<file path="src/rtl/ram_arbiter.sv">
// ---------------------------------------------------------------------------
// ram_arbiter
//
// Purpose:
//   Shares one single-port synchronous RAM between a CPU core (single-word
//   loads/stores) and a secondary burst master (loader/DMA). In IDLE, core
//   accesses pass straight through to the RAM in the same cycle. An accepted
//   burst moves the FSM to BURST. There it issues one beat per cycle at
//   consecutive word addresses, which wrap modulo 2^ADDR_W. The core is
//   stalled until the burst finishes.
//
// Configuration:
//   ARB_ROUND_ROBIN_EN  defined   : on contention the winner alternates; the
//                                   loser of the previous contention wins the
//                                   next one (the core wins the first).
//                       undefined : the core has fixed priority and the
//                                   master can starve.
//
// Ports:
//   CLK, RESET_N         clock (rising edge), asynchronous active-low reset
//   c_read, c_write      core load / store request (both high = store)
//   c_addr, c_wdata      core byte address (bits [ADDR_W+1:2]), store data
//   c_rdata, c_stall     core load data (ram_q), request not serviced
//   m_req, m_we          burst request, burst direction (1 = write)
//   m_addr, m_len        burst start byte address, beats minus one
//   m_wdata              write data for the current beat
//   m_gnt, m_beat        burst accepted pulse, beat issued this cycle
//   m_rvalid, m_rdata    read beat data valid / data
//   m_done               pulse in the cycle after the last beat
//   ram_*                RAM port; ram_q is valid one cycle after ram_wread
// ---------------------------------------------------------------------------
module ram_arbiter #(
    parameter int ADDR_W = 10,
    parameter int DATA_W = 32
) (
    input  logic              CLK,
    input  logic              RESET_N,
    input  logic              c_read,
    input  logic              c_write,
    input  logic [31:0]       c_addr,
    input  logic [DATA_W-1:0] c_wdata,
    output logic [DATA_W-1:0] c_rdata,
    output logic              c_stall,
    input  logic              m_req,
    input  logic              m_we,
    input  logic [31:0]       m_addr,
    input  logic [3:0]        m_len,
    input  logic [DATA_W-1:0] m_wdata,
    output logic              m_gnt,
    output logic              m_beat,
    output logic              m_rvalid,
    output logic [DATA_W-1:0] m_rdata,
    output logic              m_done,
    output logic [DATA_W-1:0] ram_data,
    output logic              ram_wren,
    output logic              ram_wread,
    output logic [ADDR_W-1:0] ram_address,
    input  logic [DATA_W-1:0] ram_q
);

    typedef enum logic {
        S_IDLE  = 1'b0,
        S_BURST = 1'b1
    } state_t;

    state_t            r_state;
    state_t            w_state_next;
    logic [ADDR_W-1:0] r_base;
    logic [3:0]        r_len;
    logic [3:0]        r_beat;
    logic              r_we;
    logic              r_rvalid;
    logic              r_done;

    logic              w_core_req;
    logic              w_contend;
    logic              w_master_wins_tie;
    logic              w_last_beat;
    logic [ADDR_W-1:0] w_beat_addr;

    // Only the word-address bits of the byte addresses are used.
    logic w_unused_addr_bits;
    assign w_unused_addr_bits = ^{c_addr[31:ADDR_W+2], c_addr[1:0],
                                  m_addr[31:ADDR_W+2], m_addr[1:0]};

    assign w_core_req  = c_read | c_write;
    assign w_contend   = w_core_req & m_req;
    assign w_last_beat = (r_beat == r_len);
    // Natural ADDR_W-bit overflow provides the modulo-2^ADDR_W wrap.
    assign w_beat_addr = r_base + ADDR_W'(r_beat);

`ifdef ARB_ROUND_ROBIN_EN
    // 1 when the master won the most recent contention.
    logic r_last_master;
    assign w_master_wins_tie = ~r_last_master;
`else
    assign w_master_wins_tie = 1'b0;
`endif

    always_comb begin
        w_state_next = r_state;
        m_gnt        = 1'b0;
        m_beat       = 1'b0;
        c_stall      = 1'b0;
        ram_wren     = 1'b0;
        ram_wread    = 1'b0;
        ram_address  = '0;
        ram_data     = '0;
        unique case (r_state)
            S_IDLE: begin
                if (m_req && (!w_core_req || w_master_wins_tie)) begin
                    // The grant cycle does not access the RAM; the burst starts next cycle.
                    m_gnt        = 1'b1;
                    c_stall      = w_core_req;
                    w_state_next = S_BURST;
                end else if (w_core_req) begin
                    ram_address = c_addr[ADDR_W+1:2];
                    ram_data    = c_wdata;
                    ram_wren    = c_write;
                    ram_wread   = ~c_write;   // a simultaneous read+write is a write
                end
            end
            S_BURST: begin
                m_beat      = 1'b1;
                c_stall     = w_core_req;
                ram_address = w_beat_addr;
                if (r_we) begin
                    ram_data = m_wdata;
                    ram_wren = 1'b1;
                end else begin
                    ram_wread = 1'b1;
                end
                if (w_last_beat) begin
                    w_state_next = S_IDLE;
                end
            end
            default: w_state_next = S_IDLE;
        endcase
        // Combinational strobes must be quiet while reset is held, even if
        // requests are present on the inputs.
        if (!RESET_N) begin
            m_gnt     = 1'b0;
            m_beat    = 1'b0;
            c_stall   = 1'b0;
            ram_wren  = 1'b0;
            ram_wread = 1'b0;
        end
    end

    always_ff @(posedge CLK or negedge RESET_N) begin
        if (!RESET_N) begin
            r_state  <= S_IDLE;
            r_base   <= '0;
            r_len    <= '0;
            r_beat   <= '0;
            r_we     <= 1'b0;
            r_rvalid <= 1'b0;
            r_done   <= 1'b0;
        end else begin
            r_state  <= w_state_next;
            r_done   <= (r_state == S_BURST) && w_last_beat;
            r_rvalid <= (r_state == S_BURST) && !r_we;
            if (r_state == S_IDLE && m_gnt) begin
                r_base <= m_addr[ADDR_W+1:2];
                r_len  <= m_len;
                r_we   <= m_we;
                r_beat <= '0;
            end else if (r_state == S_BURST) begin
                r_beat <= r_beat + 4'd1;
            end
        end
    end

`ifdef ARB_ROUND_ROBIN_EN
    always_ff @(posedge CLK or negedge RESET_N) begin
        if (!RESET_N) begin
            r_last_master <= 1'b1;
        end else if (r_state == S_IDLE && w_contend) begin
            r_last_master <= m_gnt;
        end
    end
`else
    logic w_unused_contend;
    assign w_unused_contend = w_contend;
`endif

    assign m_done   = r_done;
    assign m_rvalid = r_rvalid;
    assign m_rdata  = ram_q;
    assign c_rdata  = ram_q;

endmodule

</file>
<file path="config.mk">
export PLATFORM = sky130hd
export DESIGN_NAME = ram_arbiter
export DESIGN_NICKNAME = d
export VERILOG_FILES = /design/src/rtl/ram_arbiter.sv
export SDC_FILE = /design/constraint.sdc
export NUM_CORES = 1
export LEC_CHECK = 0
export CAP_MARGIN = 10
export CORE_AREA = 2 2 110 112
export CTS_CLUSTER_DIAMETER = 100
export DETAILED_ROUTE_END_ITERATION = 10
export DIE_AREA = 0 0 112 114
export PLACE_DENSITY = 0.61
export SLEW_MARGIN = 20
export SYNTH_ARGS = -nofsm -noshare
export SYNTH_HDL_FRONTEND = slang
export SYNTH_SLANG_ARGS = --single-unit
</file>
<file path="constraint.sdc">
create_clock -name CLK -period 3.1 [get_ports CLK]
set_input_delay 0.775 -clock CLK [delete_from_list [all_inputs] [get_ports CLK]]
set_output_delay 0.775 -clock CLK [all_outputs]
set_load 0.005 [all_outputs]
</file>
# Word level (Yosys, flattened, before mapping)
# Cells that the tools add are included.
totals:
  reg_bits: 22
  latch_bits: 0
  mem_bits_rw: 0
  rom_bits: 0
  inputBits: 170
  out_inout_bits: 113
  n_memories: 0
classes:
  add_sub_neg: 2
  n_mul: 0
  div: 0
  order_cmp: 0
  eq_ne: 1
  shift: 0
  muxes: 29
  n_bitwise: 3
  reduce_logical: 7
op_table:
  columns: ["cell", "count"]
  rows:
  - ["two-way mux 32 bit", 3]
  - ["case mux 32 bit (2 select lines)", 1]
  - ["two-way mux 10 bit", 2]
  - ["case mux 10 bit (2 select lines)", 1]
  - ["two-way mux 1 bit", 16]
  - ["adder 10 x 4 -> 10 bit", 1]
  - ["two-way mux 4 bit", 2]
  - ["case mux 1 bit (2 select lines)", 4]
  - ["adder 4 x 1 -> 4 bit (second input constant)", 1]
  - ["== test 4 bit", 1]
  - ["logical AND 1 bit", 4]
  - ["zero test 1 bit", 2]
  - ["NOT 1 bit", 2]
  - ["nonzero test 2 bit", 1]
  - ["OR 1 bit", 1]

# Depth between registers and ports, before layout
logic_depth:
  word_depth: 8
  mapped_depth: 6
  mapped_depth_nobuf: 6

# Worst setup path before layout
# OpenSTA, ideal clock, no wires.
synth_timing:
  path_kind: "register -> output"
  start: "register r_beat[0]"
  end: "output ram_address[8]"
  arrival_ns: 1.739
  required_ns: 2.325
  setup_slack_ns: 0.586
  stages_incl_launch_ff: 7
  cell_sequence: "dfrtp_1 > ha_1 > fa_1 > a211oi_1 > nor3_1 > xnor2_1 > o21ai_0"
synth_via:
  elab_chain_len: 2
synth_rtl:
  columns: ["element", "line_no", "rtl"]
  rows:
  - ["start, declared", "70", "logic [3:0] r_beat;"]
  - ["start signal, assigned", "169", "r_beat <= r_beat + 4'd1;"]
  - ["adder 10 x 4 -> 10 bit", "90", "assign w_beat_addr = r_base + ADDR_W'(r_beat);"]
  - ["case mux 10 bit (2 select lines)", "109", "unique case (r_state)"]
  - ["end, declared", "57", "output logic [ADDR_W-1:0] ram_address,"]
# No other way between the ends.

# Final worst setup path
layout_timing:
  start: "register r_base[0]"
  end: "output ram_address[9]"
layout_via:
  elab_chain_len: 2
layout_rtl:
  columns: ["element", "line_no", "rtl"]
  rows:
  - ["start, declared", "68", "logic [ADDR_W-1:0] r_base;"]
  - ["start signal, assigned", "164", "r_base <= m_addr[ADDR_W+1:2];"]
  - ["adder 10 x 4 -> 10 bit", "90", null]
  - ["case mux 10 bit (2 select lines)", "109", null]
# No other way between the ends.

==> flow_metrics.py <==
metrics = {
    "outcome": {
        "status": "completed",
    },
    "sta": {
        "hold_viol": 0,
        "rsz0062_at_grt": "no",
        "fin_ws_ns": 0.108,
        "slew_violations": 0,
        "worstMarginPinSlew_ns": 0.447,
        "relSlewSlack_pct": 70.2,
        "finalCritPeriodShare_pct": 96.5,
        "setup_viol": 0,
        "holdWs_ns": 0.466,
        "fin_crit_ns": 2.99,
        "fmax_mhz": 334,
        "finalSetupTns_ns": 0,
        "finClkSkew_ns": 0.00202,
    },
    "pwr": {
        "power_mw": 2.87,
        "p_sw_mw": 1.07,
        "p_sw_share_pct": 37.3,
        "vdd_ir_drop_max_mv": 0.487,
        "power.share.sequential_pct": 19.3,
        "power_leakage_nw": 1.36,
        "power.internal_mw": 1.80,
        "powerDensity_mw_per_mm2": 842,
        "combPwrFrac_pct": 70.2,
        "clkPwrFrac_pct": 10.5,
    },
    "route": {
        "detail-route-antenna-nets": 0,
        "drc": 0,
        "wl_per_cell_um": 18.5,
        "vias": 2011,
        "dr.pass1.iters": 4,
        "wl_um": 8550,
        "vias_per_cell": 4.34,
        "drt-initial-drc-count": 65,
    },
    "worst_setup_path": {
        "endpoint": "ram_address[9]",
        "worstPathArrival_ns": 2.22,
        "crit_start": "r_base[0]$_DFFE_PN0P_",
        "cp.required_ns": 2.32,
        "crit_path_cell_trace": "ha_1, buf_4, a211o_1, a21oi_4, nor4_1, a311o_1, dlygate4sd2_1",
        "cp_max_fo": 5,
        "r2r-start": "r_state$_DFF_PN0_",
        "reg2reg_depth": 4,
        "worst_path_max_delay_cell": "dfrtp_1",
        "r2r_end": "r_we$_DFFE_PN0P_",
        "cp-start-kind": "register",
        "crit_type": "register to primary output",
        "rrSetupSlack_ns": 1.54,
        "crit_path_end_kind": "primary output",
        "max_stage_delay_ns": 0.38,
    },
    "logic_synthesis": {
        "synth_area_mm2": 0.00210,
        "synth.avg_cell_area_um2": 9.14,
        "ys_seq_elements": 22,
        "syn_nets": 406,
        "yosysSeqAreaShare_pct": 26.2,
        "syn_inst": 230,
        "yosys_warnings": 0,
        "synth_cell_types": 34,
    },
    "global_routing": {
        "grt_max_degree": 34,
        "grt_pass1_wl_um": 12500,
        "antenna_found_initial": 1,
        "grt_usage_pct": 12.5,
        "grt_pass1_vias": 2095,
        "grt-ovfl-total": 0,
    },
    "final_layout": {
        "antenna_cells": 0,
        "n_fill_cell": 1284,
        "syn2layout_area_growth_pct": 62.4,
        "layout.nets": 493,
        "final_area_mm2": 0.00341,
        "drive_gt1_share_pct": 13.6,
        "postLayoutCoreUtil_pct": 29.2,
        "stdcell_count": 463,
    },
    "min_path": {
        "hold_start": "r_we$_DFFE_PN0P_",
        "min_path_type": "register to register",
    },
    "floorplan": {
        "dieArea_mm2": 0.0128,
        "initial_core_util_pct": 17.9,
        "rows": 40,
        "fp.coreArea_mm2": 0.0117,
        "ioPinCount": 283,
        "die-width_um": 112,
        "chipHeight_um": 114,
    },
    "placement": {
        "gp_congestion": 0.783,
        "hpwl_um": 7120,
        "placed_cells": 457,
        "io_buffer_count": 142,
        "placed_cell_area_mm2": 0.00330,
        "place_ws_ns": -0.135,
    },
    "clock_network": {
        "clkTransAtPathRegs_ns": 0.06,
        "htreeDepth": 1,
        "clock-sinks": 22,
        "clk_latency_ns": 0.26,
        "cts_tree": "built",
        "root_buffer": "clkbuf_16",
        "cts_made_buffers": 3,
        "clk_path_buf_depth": 2,
    },
    "run": {
        "max_cap_violations": 0,
    },
}
[placed cells by master, fill, tap and decap left out, types with 2 or more instances in the layout]
| cell type | netlist | layout |
|---|---|---|
| clkdlybuf4s50_1 | 0 | 133 |
| a22o_1 | 35 | 35 |
| dfrtp_1 | 22 | 22 |
| buf_4 | 64 | 16 |
| mux2_2 | 15 | 15 |
| nand2_1 | 11 | 11 |
| dlygate4sd2_1 | 0 | 9 |
| xnor2_1 | 7 | 7 |
| o21ai_0 | 8 | 6 |
| nand3_1 | 5 | 5 |
| nor2_1 | 6 | 5 |
| a21oi_1 | 6 | 5 |
| ha_1 | 5 | 5 |
| xor2_1 | 4 | 4 |
| nor2b_1 | 3 | 3 |
| clkbuf_16 | 0 | 3 |
| and2_1 | 2 | 2 |
| nor2_4 | 0 | 2 |
| inv_1 | 2 | 2 |
| o211ai_1 | 2 | 2 |
| nor3_1 | 2 | 2 |
| o21ai_1 | 0 | 2 |
| nor4_1 | 2 | 2 |
| a32o_1 | 2 | 2 |
| a311o_1 | 2 | 2 |
| a21o_1 | 2 | 2 |
[logic make-up after synthesis]
kind of cell             Yosys count  share of synthesized area [%]
AO/OA/AOI/OAI                     62                           23.1
AND/OR/NAND/NOR                   35                           8.04
XOR/XNOR                          11                           4.58
adder cells (fa/ha/maj)            6                           3.93
buffers and inverters             79                           26.1
flip-flops                        22                           26.2
multiplexers                      15                           8.04
[final cells by class]
cell class	count	area, um2	share of cell area, %
tap	147	184	5.39
multi-input combinational	129	1030	30.3
inverter	2	7.51	0.220
sequential	22	551	16.1
clock buffer	4	88.8	2.60
timing repair buffer	159	1550	45.4
[timing repair]
action                                  CTS  global route
resized for setup                        15             1
hold buffers                              0             0
buffers inserted                          1             1
endpoints found under the setup margin   43             2
pin swaps                                 2             2
gates cloned                              0             0
[cells in the mapped netlist]
master,count,area (um2)
dfrtp_1,22,551
o211ai_1,2,15.0
a22o_1,35,307
nor3_1,2,10.0
o21a_1,1,7.51
a311o_1,2,20.0
buf_1,1,3.75
nand3_1,5,25.0
and2_1,2,12.5
a21oi_1,6,30.0
o21ai_0,8,40.0
nor2b_1,3,18.8
fa_1,1,20.0
xnor2_1,7,61.3
a211o_1,1,8.76
buf_4,64,480
nor2_1,6,22.5
xor2_1,4,35.0
inv_1,2,7.51
a31oi_1,1,6.26
a32o_1,2,20.0
nand3b_1,1,7.51
clkbuf_1,7,26.3
buf_6,1,11.3
a21oi_2,1,8.76
buf_2,4,20.0
a211oi_1,1,7.51
nor2_2,2,12.5
mux2_2,15,169
nor4_1,2,12.5
or3_1,1,6.26
a21o_1,2,15.0
ha_1,5,62.6
nand2_1,11,41.3
[worst max-delay path: cells and delay by family (launching register included)]
family | cells | cell delay [ns]
flops | 1 | 0.38
compound gates | 3 | 0.85
fa+ha+maj | 1 | 0.23
buf+inv | 2 | 0.43
simple gates | 1 | 0.07
[worst min path at each step]
| stage | endpoint | slack [ns] | cells after the start |
|---|---|---|---|
| final | m_rvalid$_DFF_PN0_ | 0.47 | 1 |
| after global routing | m_rvalid$_DFF_PN0_ | 0.49 | 1 |
| after CTS | m_rvalid$_DFF_PN0_ | 0.46 | 1 |
| after detailed placement | m_rvalid$_DFF_PN0_ | 0.46 | 1 |
| after global placement | m_rvalid$_DFF_PN0_ | 0.44 | 1 |
| after floorplan | m_rvalid$_DFF_PN0_ | 0.42 | 1 |
[sequential cells by signal (all words and copies together), names as in the netlist]
name	count
m_done	1
r_base	10
r_len	4
r_we	1
r_beat	4
r_state	1
m_rvalid	1
[routing by layer]
layer / routed length (um) / part of all wire (%) / vias up / GRT usage (%)
met5: 20 / 0.23 / - / 0
met4: 199 / 2.3 / 2 / 3.50
met3: 959 / 11 / 21 / 5.42
met2: 4370 / 51 / 121 / 23.0
met1: 3010 / 35 / 937 / 13.1
li1: - / - / 930 / -
[power by group through the flow]
stage / clock network (mW) / registers [mW] / logic, mW
after global routing: 0.320 / 0.575 / 2.20
after floorplan: 0 / 0.531 / 1.02
after CTS: 0.310 / 0.557 / 2.04
final: 0.302 / 0.556 / 2.02
after global placement: 0 / 0.554 / 2.00
after detailed placement: 0 / 0.561 / 2.01
Power figures use the tool's default switching activity.
